===== src/rtl/max7219_pkg.sv =====
// Shared MAX7219 register map, init table and state encodings.
package max7219_pkg;

  localparam logic [3:0] ADDR_NOOP      = 4'h0;
  localparam logic [3:0] ADDR_DIGIT0    = 4'h1;
  localparam logic [3:0] ADDR_DECODE    = 4'h9;
  localparam logic [3:0] ADDR_INTENSITY = 4'hA;
  localparam logic [3:0] ADDR_SCANLIMIT = 4'hB;
  localparam logic [3:0] ADDR_SHUTDOWN  = 4'hC;
  localparam logic [3:0] ADDR_TEST      = 4'hF;

  localparam int unsigned INIT_LEN = 5;

  typedef enum logic [1:0] {SeqInit, SeqIdle, SeqDigits} seq_state_e;
  typedef enum logic [2:0] {TxIdle, TxSetup, TxBitLo, TxBitHi, TxLatch} tx_state_e;

  // Init frame idx of the power-up sequence; idx 4 and beyond map to intensity.
  function automatic logic [15:0] init_frame(input logic [3:0] idx, input logic [3:0] intensity);
    logic [15:0] f;
    case (idx)
      4'd0:    f = {4'h0, ADDR_TEST, 8'h00};
      4'd1:    f = {4'h0, ADDR_SHUTDOWN, 8'h01};
      4'd2:    f = {4'h0, ADDR_DECODE, 8'h00};
      4'd3:    f = {4'h0, ADDR_SCANLIMIT, 8'h07};
      default: f = {4'h0, ADDR_INTENSITY, 4'h0, intensity};
    endcase
    return f;
  endfunction

endpackage


===== src/rtl/max7219_frame_tx.sv =====
// Serialises one 16-bit frame: load low, setup, 16 clocked bits, latch.
module max7219_frame_tx
  import max7219_pkg::*;
#(
  parameter int unsigned CLK_DIV = 2
) (
  input  logic        clk,
  input  logic        reset,
  input  logic        valid,
  input  logic [15:0] data,
  output logic        ready,
  output logic        sclk,
  output logic        dout,
  output logic        load
);

  localparam logic [7:0] DIV_LAST = 8'(CLK_DIV - 1);

  tx_state_e   state;
  logic [7:0]  cnt;
  logic [3:0]  bits_left;
  logic [14:0] shreg;     // bits still to be sent after the one on dout
  logic        accept;

  // Ready also in the last latch cycle so back-to-back frames are exactly 34*CLK_DIV.
  always_comb begin
    ready  = (state == TxIdle) || (state == TxLatch && cnt == 8'd0);
    accept = valid && ready;
  end

  // Frame FSM with registered serial outputs; dout only moves while sclk is low.
  always_ff @(posedge clk) begin
    if (reset) begin
      state     <= TxIdle;
      cnt       <= 8'd0;
      bits_left <= 4'd0;
      shreg     <= '0;
      sclk      <= 1'b0;
      dout      <= 1'b0;
      load      <= 1'b1;
    end else if (accept) begin
      state     <= TxSetup;
      cnt       <= DIV_LAST;
      bits_left <= 4'd15;
      shreg     <= data[14:0];
      dout      <= data[15];
      load      <= 1'b0;
    end else begin
      case (state)
        TxSetup: begin
          if (cnt == 8'd0) begin
            state <= TxBitLo;
            cnt   <= DIV_LAST;
          end else begin
            cnt <= cnt - 8'd1;
          end
        end
        TxBitLo: begin
          if (cnt == 8'd0) begin
            state <= TxBitHi;
            cnt   <= DIV_LAST;
            sclk  <= 1'b1;
          end else begin
            cnt <= cnt - 8'd1;
          end
        end
        TxBitHi: begin
          if (cnt == 8'd0) begin
            sclk <= 1'b0;
            cnt  <= DIV_LAST;
            if (bits_left == 4'd0) begin
              state <= TxLatch;
              load  <= 1'b1;
            end else begin
              state     <= TxBitLo;
              bits_left <= bits_left - 4'd1;
              dout      <= shreg[14];
              shreg     <= {shreg[13:0], 1'b0};
            end
          end else begin
            cnt <= cnt - 8'd1;
          end
        end
        TxLatch: begin
          if (cnt == 8'd0) begin
            state <= TxIdle;
          end else begin
            cnt <= cnt - 8'd1;
          end
        end
        default: state <= TxIdle;
      endcase
    end
  end

endmodule


===== src/rtl/max7219_serial_tx.sv =====
// MAX7219 driver: init sequence after reset, then 8-digit refreshes on request.
module max7219_serial_tx
  import max7219_pkg::*;
#(
  parameter int unsigned CLK_DIV   = 2,
  parameter logic [3:0]  INTENSITY = 4'h8
) (
  input  logic        i_clk,
  input  logic        i_reset,
  input  logic        i_update,
  input  logic [63:0] i_digits,
  output logic        o_serial_clk,
  output logic        o_serial_dout,
  output logic        o_serial_load,
  output logic        o_busy
);

  seq_state_e  state;
  logic [3:0]  idx;        // next frame of the current sequence
  logic        pending;
  logic [63:0] snapshot;
  logic        frame_valid;
  logic        frame_ready;
  logic [15:0] frame_data;
  logic        seq_done;

  // Frame source for the current sequence position; done once the last frame has latched.
  always_comb begin
    frame_valid = 1'b0;
    frame_data  = '0;
    case (state)
      SeqInit: begin
        frame_valid = idx < 4'(INIT_LEN);
        frame_data  = init_frame(idx, INTENSITY);
      end
      SeqDigits: begin
        frame_valid = !idx[3];
        frame_data  = {4'h0, ADDR_DIGIT0 + idx, snapshot[{idx[2:0], 3'b000} +: 8]};
      end
      default: ;
    endcase
    seq_done = frame_ready &&
               ((state == SeqInit && idx == 4'(INIT_LEN)) || (state == SeqDigits && idx[3]));
  end

  // Sequencer, snapshot and one-deep pending request; busy is registered alongside.
  always_ff @(posedge i_clk) begin
    if (i_reset) begin
      state    <= SeqInit;
      idx      <= 4'd0;
      pending  <= 1'b0;
      snapshot <= '0;
      o_busy   <= 1'b1;
    end else begin
      case (state)
        SeqIdle: begin
          if (i_update) begin
            snapshot <= i_digits;
            idx      <= 4'd0;
            state    <= SeqDigits;
            o_busy   <= 1'b1;
          end else begin
            o_busy <= 1'b0;
          end
        end
        SeqInit, SeqDigits: begin
          if (seq_done) begin
            idx <= 4'd0;
            // A strobe in this very cycle counts as pending.
            if (pending || i_update) begin
              snapshot <= i_digits;
              pending  <= 1'b0;
              state    <= SeqDigits;
              o_busy   <= 1'b1;
            end else begin
              state  <= SeqIdle;
              o_busy <= 1'b0;
            end
          end else begin
            if (frame_valid && frame_ready) idx <= idx + 4'd1;
            if (i_update) pending <= 1'b1;
            o_busy <= 1'b1;
          end
        end
        default: state <= SeqInit;
      endcase
    end
  end

  max7219_frame_tx #(
    .CLK_DIV (CLK_DIV)
  ) u_frame_tx (
    .clk   (i_clk),
    .reset (i_reset),
    .valid (frame_valid),
    .data  (frame_data),
    .ready (frame_ready),
    .sclk  (o_serial_clk),
    .dout  (o_serial_dout),
    .load  (o_serial_load)
  );

endmodule


===== config.mk =====
export PLATFORM = sky130hd
export DESIGN_NAME = max7219_serial_tx
export DESIGN_NICKNAME = d
export VERILOG_FILES = /design/src/rtl/max7219_pkg.sv /design/src/rtl/max7219_frame_tx.sv /design/src/rtl/max7219_serial_tx.sv
export SDC_FILE = /design/constraint.sdc
export NUM_CORES = 1
export LEC_CHECK = 0
export ABC_CLOCK_PERIOD_IN_PS = 3300
export CORE_ASPECT_RATIO = 0.7
export CORE_MARGIN = 1.5
export CORE_UTILIZATION = 45
export CTS_CLUSTER_DIAMETER = 40
export DETAILED_ROUTE_END_ITERATION = 16
export HOLD_SLACK_MARGIN = 0.06
export PLACE_DENSITY = 0.68
export SYNTH_ARGS = -nofsm -noshare
export SYNTH_HDL_FRONTEND = slang
export SYNTH_SLANG_ARGS = --single-unit

===== constraint.sdc =====
create_clock -name i_clk -period 3.3 [get_ports i_clk]
set_clock_uncertainty 0.05 [all_clocks]
set_input_delay 0.66 -clock i_clk [delete_from_list [all_inputs] [get_ports i_clk]]
set_output_delay 0.66 -clock i_clk [all_outputs]
set_load 0.05 [all_outputs]

### Word level (Yosys, flattened, before mapping)

Cells that the tools add are included.

* bits in registers: 105
* logic and storage cells: 134
* output and inout port bits: 4
* input bits: 67

* shifts and indexed selects: 1
* magnitude comparators: 1
* mux-type cells: 52
* $add $sub $neg: 3
* bitwise gates (word level): 1
* equal/unequal tests: 26
* reduce and logical (&&, ||, !) cells: 36

Operators by type and width (number)
* 64-bit two-way mux: 3
* 64-bit one-hot mux with 2 select lines: 1
* 64-bit by 7-bit indexed part select with 8-bit output: 1
* 15-bit two-way mux: 4
* 11-bit one-hot mux with 4 select lines: 1
* 4-bit two-way mux: 7
* 12-bit one-hot mux with 2 select lines: 1
* 1-bit two-way mux: 18
* 8-bit two-way mux: 2
* 8-bit one-hot mux with 2 select lines: 1
* 4-bit AND reduction: 4
* 3-bit two-way mux: 5
* 2-bit nonzero test: 7
* 3-bit one-hot mux with 4 select lines: 1
* 3-bit AND reduction: 4
* 2-bit by 1-bit != test with 1-bit output, second input constant: 5
* 2-bit != test, second input constant: 5
* 3-bit by 1-bit != test with 1-bit output, second input constant: 3
* 3-bit by 2-bit != test with 1-bit output, second input constant: 3
* 4-bit by 2-bit equality test with 1-bit output, second input constant: 2
* 4-bit logical NOT: 2
* 8-bit logical NOT: 1
* 4-bit one-hot mux with 2 select lines: 1
* 8-bit by 1-bit subtractor with 8-bit output, second input constant: 1
* 23 further kinds: 37

### Logic depth before layout (Yosys ltp)

Gate-level depths: netlist (run 1).

* depth after elaboration: 7
* mapped depth: 10
* gate-level depth less buffers: 7

### Hierarchy

From an unflattened synthesis (run 1), not the netlist that was laid out.

* cells, all modules: 598
* area, all modules: 5640.4 um^2

Modules (own cells, without submodules)
* max7219_serial_tx: times used 1, cells each 398, area each 3917.5 um^2
* max7219_frame_tx: times used 1, cells each 200, area each 1722.9 um^2

### Worst setup path before layout (run 1)

OpenSTA, ideal clock, no wires.

* path kind: reg2reg
* from: reg idx[0]
* to: reg u_frame_tx.shreg[6]
* buffers on the path: 2
* slack: 0.831 ns
* data arrival time: 2.340 ns
* stages on the path, launching flop included: 10
* period minus slack after synthesis: 2.469 ns
* cell sequence: dfxtp_1 clkbuf_1 inv_1 ha_1 nor3b_1 nor4_2 nand2_2 clkbuf_1 o21ai_0 a211oi_2

* cells in the longest elaborated chain, start to end: 5
* elaborated cells between the ends (all ways): 10
* classes of those cells: 1 x order compare; 1 x eq/ne; 1 x shift; 3 x mux; 4 x reduce/logical

RTL lines
* start: declaration: line max7219_serial_tx.sv:19 `logic [3:0] idx;`
* start signal: assignment: line max7219_serial_tx.sv:80 `if (frame_valid && frame_ready) idx <= idx + 4'd1;`
* parallel branches: the longest is 5 deep, another holds 64-bit by 7-bit indexed part select with 8-bit output
* end signal: assignment: line max7219_frame_tx.sv:45 `shreg <= data[14:0];`
* end signal: assignment: line max7219_frame_tx.sv:78 `shreg <= {shreg[13:0], 1'b0};`
* end: declaration: line max7219_frame_tx.sv:22 `logic [14:0] shreg;`

Parallel ways; which one is timed is not known.
A chain may end at the register's enable or synchronous reset.

### Worst setup path in the final report (run 1)

* from: reg u_frame_tx.cnt[0]
* to: reg u_frame_tx.shreg[6]

* cells in the longest elaborated chain, start to end: 6
* elaborated cells between the ends (all ways): 9
* classes of those cells: 1 x eq/ne; 1 x mux; 7 x reduce/logical

RTL lines
* start: declaration: line max7219_frame_tx.sv:20 `logic [7:0] cnt;`
* start signal: assignment: line max7219_frame_tx.sv:55 `cnt <= cnt - 8'd1;`
* start signal: assignment: line max7219_frame_tx.sv:64 `cnt <= cnt - 8'd1;`
* start signal: assignment: line max7219_frame_tx.sv:81 `cnt <= cnt - 8'd1;`
* 8-bit logical NOT (*): line max7219_frame_tx.sv:27, max7219_frame_tx.sv:68
* 1-bit logical AND: line max7219_frame_tx.sv:27 `ready = (state == TxIdle) || (state == TxLatch && cnt == 8'd0);`
* 1-bit logical OR: line max7219_frame_tx.sv:27
* 1-bit logical AND: line max7219_frame_tx.sv:28 `accept = valid && ready;`
* 2-bit by 1-bit != test with 1-bit output (no line) / 2-bit nonzero test (equally long branches)
* 3-bit AND reduction (no line)

Mark *: on every way between the ends. The rest lies on a longest branch, timed or not.

==> out/metrics.yaml, run 1 <==
clk_latency_ns: 0.35
track_usage_pct: 19.84
ys_seq_elements: 105
setup_tns_ns: 0
clk_pin_slew_ns: 0.07
fmaxAchievable_mhz: 389.8
r2r_start: "u_frame_tx.cnt[0]"
fp.dieH_um: 90.10
whs_path_depth: 2
core_area_um2: 10430
numCtsBuffers: 9
final_nets: 619
synth-compound-area-share_pct: 10.31
die-area_um2: 11480
synthesis.nets: 562
cts_hold_buf: 0
area_growth_pct: 21.93
status: "complete, no violations"
num_rows: 31
synth_top_family_by_area: "multiplexers"
slew_violations: 0
cp_max_fo: 15
hold_viol_final: 0
synthCells: 488
drive_above_1_share_pct: 11.45
regArea_um2: 2102
whs_ns: 0.4072
finalCritPeriodShare_pct: 77.74
antenna_cells: 0
min_period_ns: 2.565
dp_cells: 666
drt_iter0_drc: 324
synth-edff-count: 0
multi_input_area_um2: 2574
yosysSeqAreaShare_pct: 43.10
grt_pass1_vias: 3634
final_antenna_net_count: 0
worstSetupStartpointType: "flop"
r2r_end: "u_frame_tx.shreg[6]"
cap_violations: 0
grt_max_degree: 66
htreeDepth: 3
async_reset_ff_share_pct: 0
avgSynthCellArea_um2: 9.994
vias: 3732
grt_pass1_wl_mm: 18.08
hold_path_startpoint: "u_frame_tx.shreg[14]"
syn_area_um2: 4877
layout_common_cells: "dfxtp_1, nor2_1, clkdlybuf4s50_1"
synth_top_flop_cell: "dfxtp_1"
synthDistinctLibCells: 51
final_cells: 682
synth-adder-area-share_pct: 1.796
cp-end-kind: "flop"
synthMuxAreaShare_pct: 22.99
dpl.hpwl_mm: 7.596
cts_num_sinks: 105
io_pins: 71
grt-ovfl-total: 0
viasPerCell: 5.472
synthXorXnorAreaFrac_pct: 2.155
post-route-drc-count: 0
worstPathRequired_ns: 3.51
mostFrequentLayoutCell: "dfxtp_1"
nFillCells: 901
synth_warnings: 0
cts_max_path_buffers: 2
cp.arrival_ns: 2.77
hp-class: "reg2reg"
first_pass_iters: 5
pwr_density_cell_nw_per_um2: 561.2
wl_per_cell_um: 15.94
tightestPinTransition_ns: 1.048
start_util_pct: 46.74
cts_tree: "yes"
port_buffers: 70
reg2reg_slack_ns: 0.73
reg2regPathDepth: 7
die_x_um: 127.4
cts_setup_buffers: 0
setup_viol: 0
yosys.area_share.simple_pct: 15.21
maxSlewHeadroom_pct: 29.47
cts_resized: 0
routed_wl_mm: 10.87
p_leak_uw: 0.002600
rsz0062_at_grt: "false"
whs_endpoint: "u_frame_tx.dout"
gp_congestion: 0.8114
root_buffer: "clkbuf_16"
irDropWorstVdd_uv: 344.4
path_class: "reg2reg"
antenna_found_initial: 0
## flip-flops by register name, indices dropped and copies added, names as in the netlist
register              cells
o_busy                    1
pending                   1
u_frame_tx.dout           1
u_frame_tx.load           1
state                     2
u_frame_tx.cnt            8
snapshot                 64
u_frame_tx.state          3
u_frame_tx.bits_left      4
u_frame_tx.sclk           1
u_frame_tx.shreg         15
idx                       4
## layer usage
| layer | vias up | wire length, µm | track usage (%) | part of all wire (%) |
|---|---|---|---|---|
| met5 | - | 0 | 0 | 0 |
| li1 | 1846 | - | - | - |
| met2 | 105 | 4616 | 28.11 | 42 |
| met4 | 0 | 111 | 4.830 | 1.0 |
| met3 | 11 | 693 | 4.881 | 6.4 |
| met1 | 1770 | 5452 | 29.98 | 50 |
## report_power, final
part | internal (µW) | leakage (µW) | total [µW] | switching [µW]
combinational | 376 | 0.00161 | 852 | 476
clock | 586 | 0.000137 | 1060 | 477
sequential | 1360 | 0.000852 | 1420 | 63.9
## layout make-up
type,instances,share of cell area [%]
clock buffer,9,3.787
clock inverter,7,1.199
inverter,9,0.5681
multi-input combinational,341,43.28
sequential,105,35.35
tap,132,2.777
timing repair buffer,79,13.04
## cells in the mapped netlist, drive strengths merged (5+ instances only)
| master | number | area (µm²) |
|---|---|---|
| nor3 | 13 | 65.06 |
| ha | 7 | 87.58 |
| nor4 | 5 | 37.53 |
| clkbuf | 20 | 75.07 |
| o21ai | 13 | 76.32 |
| mux2 | 8 | 90.09 |
| or3 | 5 | 31.28 |
| dfxtp | 105 | 2102 |
| buf | 13 | 107.6 |
| inv | 9 | 33.78 |
| a221oi | 7 | 61.31 |
| mux2i | 67 | 670.6 |
| nand2 | 25 | 96.35 |
| a21oi | 21 | 105.1 |
| a211oi | 11 | 102.6 |
| nor2 | 85 | 321.6 |
| xor2 | 9 | 78.83 |
| mux4 | 16 | 360.4 |
| nand3 | 6 | 30.03 |
## cell families (layout without fill, tap and decap cells)
| family | after synthesis | after routing |
|---|---|---|
| DFF | 105 | 105 |
| adders and majority gates | 7 | 7 |
| xor gates and xnor gates | 12 | 12 |
| and+or+nand+nor | 158 | 158 |
| muxes | 91 | 91 |
| AOI/OAI and AO/OA | 73 | 73 |
| buffers and inverters | 42 | 104 |
## through the flow
| stage | setup slack (ns) | power, µW | area [µm²] | utilization (%) |
|---|---|---|---|---|
| 2_1_floorplan | 0.8309 | 2058 | 4877 | - |
| 3_3_place_gp | 0.7682 | 2284 | 5650 | 54.16 |
| 3_5_place_dp | 0.7253 | 2301 | 5650 | 54.16 |
| 4_1_cts | 0.7541 | 3359 | 5947 | 57.00 |
| 5_1_grt | 0.5621 | 3518 | 5947 | 57.00 |
| 6_report | 0.7346 | 3337 | 5947 | 57.00 |
## critical path, cell delays in order (launching register included)
cell	delay, ns
dfxtp_1	0.34
inv_1	0.10
ha_1	0.17
or3b_2	0.53
o21ai_4	0.31
and2_1	0.55
nand3_1	0.19
a211oi_2	0.23
## worst max-delay path by stage
stage                            from                  end  slack [ns]  depth (start not counted)
floorplan                      idx[0]  u_frame_tx.shreg[6]        0.83                          9
global placement             i_update         snapshot[49]        0.77                          7
detailed placement           i_update          snapshot[0]        0.73                          7
CTS                 u_frame_tx.cnt[1]  u_frame_tx.shreg[6]        0.75                          7
global route        u_frame_tx.cnt[1]  u_frame_tx.shreg[7]        0.56                          7
finish              u_frame_tx.cnt[0]  u_frame_tx.shreg[6]        0.73                          7
Note: power is estimated with default switching activity, not from simulation.
==> run 2, diff against run 1 <==
Settings changed: ABC_CLOCK_PERIOD_IN_PS 3300 to 2400.
Clock period 3.3 ns to 2.4 ns, I/O delays scaled along.
==> run 2 against run 1 <==
  * Core utilization rose by 3.8 points
  * Combinational power grew 55%
  * Power increased by 45%
  * Non-clock buffer count grew 21
  * Routed wire length rose by 14%
  * Via count up 6.4%
  * Register-to-register slack worse by 0.70 ns
==> out/metrics.yaml, run 2 (synthesis gave the netlist of run 1 again) <==
fmaxAchievable_mhz: 423.4
tightestPinTransition_ns: 0.5804
root_buffer: "clkbuf_16"
max_stage_delay_ns: 0.55
maxSlewHeadroom_pct: 61.23
cts_num_sinks: 105
fp.dieH_um: 90.10
whs_path_depth: 2
viasPerCell: 5.649
cts_hold_buf: 0
regMostFlops: "snapshot"
num_rows: 31
area_growth_pct: 29.96
grt_max_degree: 58
htreeDepth: 3
grt-ovfl-total: 0
irDropWorstVdd_uv: 454.8
hp-class: "reg2reg"
first_pass_iters: 5
cp-end-kind: "flop"
core_area_um2: 10430
reg.largest.list: "snapshot (64), u_frame_tx.shreg (15), u_frame_tx.cnt (8)"
final_util_pct: 60.75
clk_pin_slew_ns: 0.07
whs_endpoint: "u_frame_tx.shreg[13]"
numCtsBuffers: 9
finalPower_uw: 4853
cp.arrival_ns: 2.54
dpl_cell_area_um2: 5813
gp_congestion: 0.8040
cts_max_path_buffers: 2
drt_iter0_drc: 311
routed_wl_mm: 12.38
reg2reg_slack_ns: 0.04
largest_register_ffs: 64
grt_pass1_wl_mm: 19.51
p_leak_uw: 0.002796
crit_path_top_delay_cell: "or4bb_4"
finalInstanceArea_um2: 6339
cts_tree: "yes"
path_cells: "inv_2 > ha_4 > or4bb_4 > a211oi_4 > a31oi_4 > buf_12 > clkbuf_16 > mux2i_1 > nor2_1"
wl_per_cell_um: 17.62
drive_above_1_share_pct: 16.29
worstSetupStartpointType: "flop"
track_usage_pct: 21.36
hold_viol_final: 0
path_class: "reg2reg"
final_nets: 640
min_period_ns: 2.362
pwr_density_cell_nw_per_um2: 765.6
status: "complete, no violations"
r2r_start: "idx[1]"
whs_ns: 0.4051
antenna_cells: 0
cp_max_fo: 19
finalCritPeriodShare_pct: 98.41
layout_common_cells: "dfxtp_1, nor2_1, clkdlybuf4s50_1"
die_x_um: 127.4
start_util_pct: 46.74
dpl.hpwl_mm: 8.189
post-route-drc-count: 0
setup_viol: 0
hold_path_startpoint: "u_frame_tx.shreg[13]"
cap_violations: 0
io_pins: 71
r2r_end: "snapshot[59]"
mostFrequentLayoutCell: "dfxtp_1"
port_buffers: 70
final_antenna_net_count: 0
vias: 3971
reg2regPathDepth: 9
grt_pass1_vias: 3893
die-area_um2: 11480
antenna_found_initial: 0
slew_violations: 0
clk_latency_ns: 0.34
worstPathRequired_ns: 2.58
[run 2: report_power, final]
group	leakage, µW	total [µW]	switching (µW)	internal (µW)
registers	0.000853	1970	94.5	1870
logic	0.00179	1320	713	611
clock network	0.000158	1560	639	925
total	0.00280	4850	1450	3410
[run 2: layout make-up]
type                       count  area, µm²
clock buffer                  13      280.3
clock inverter                 3      46.29
multi-input combinational    341       2624
tap                          132      165.2
fill                         851       4095
sequential                   105       2106
inverter                       9      33.78
timing repair buffer         100       1084
[run 2: routing by layer]
metal	track usage [%]	part of all wire, %
met4	6.345	1.2
met1	31.00	49
met3	4.583	6.1
met2	31.76	44
met5	0	0
[run 2: worst max-delay path, delay by kind of cell (launching register included)]
family / cells / cell delay (ns)
AND/OR/NAND/NOR: 2 / 0.61
AO/OA/AOI/OAI: 2 / 0.47
multiplexers: 1 / 0.17
flip-flops: 1 / 0.32
adder cells (fa/ha/maj): 1 / 0.15
buffers and inverters: 3 / 0.46
[run 2: through the flow]
stage	setup TNS (ns)	setup slack [ns]	std cells
finish	0	0.03817	703
global route	-0.07081	-0.02316	703
CTS	0	0.06251	697
detailed placement	0	0.06172	681
global placement	0	0.1325	681
floorplan	0	0.06257	488
[run 2: worst max-delay path by stage]
stage / startpoint / end / slack [ns] / depth (start not counted)
final: idx[1] / snapshot[59] / 0.04 / 9
after global routing: idx[1] / snapshot[28] / -0.02 / 9
after CTS: idx[1] / snapshot[47] / 0.06 / 8
after detailed placement: i_update / snapshot[52] / 0.06 / 7
after global placement: i_update / snapshot[35] / 0.13 / 7
after floorplan: idx[1] / snapshot[15] / 0.06 / 10
[run 2: timing repair]
| action | CTS | global route |
|---|---|---|
| setup endpoints to repair | 0 | 59 |
| gates resized for setup | 0 | 14 |
| setup buffers | 0 | 1 |
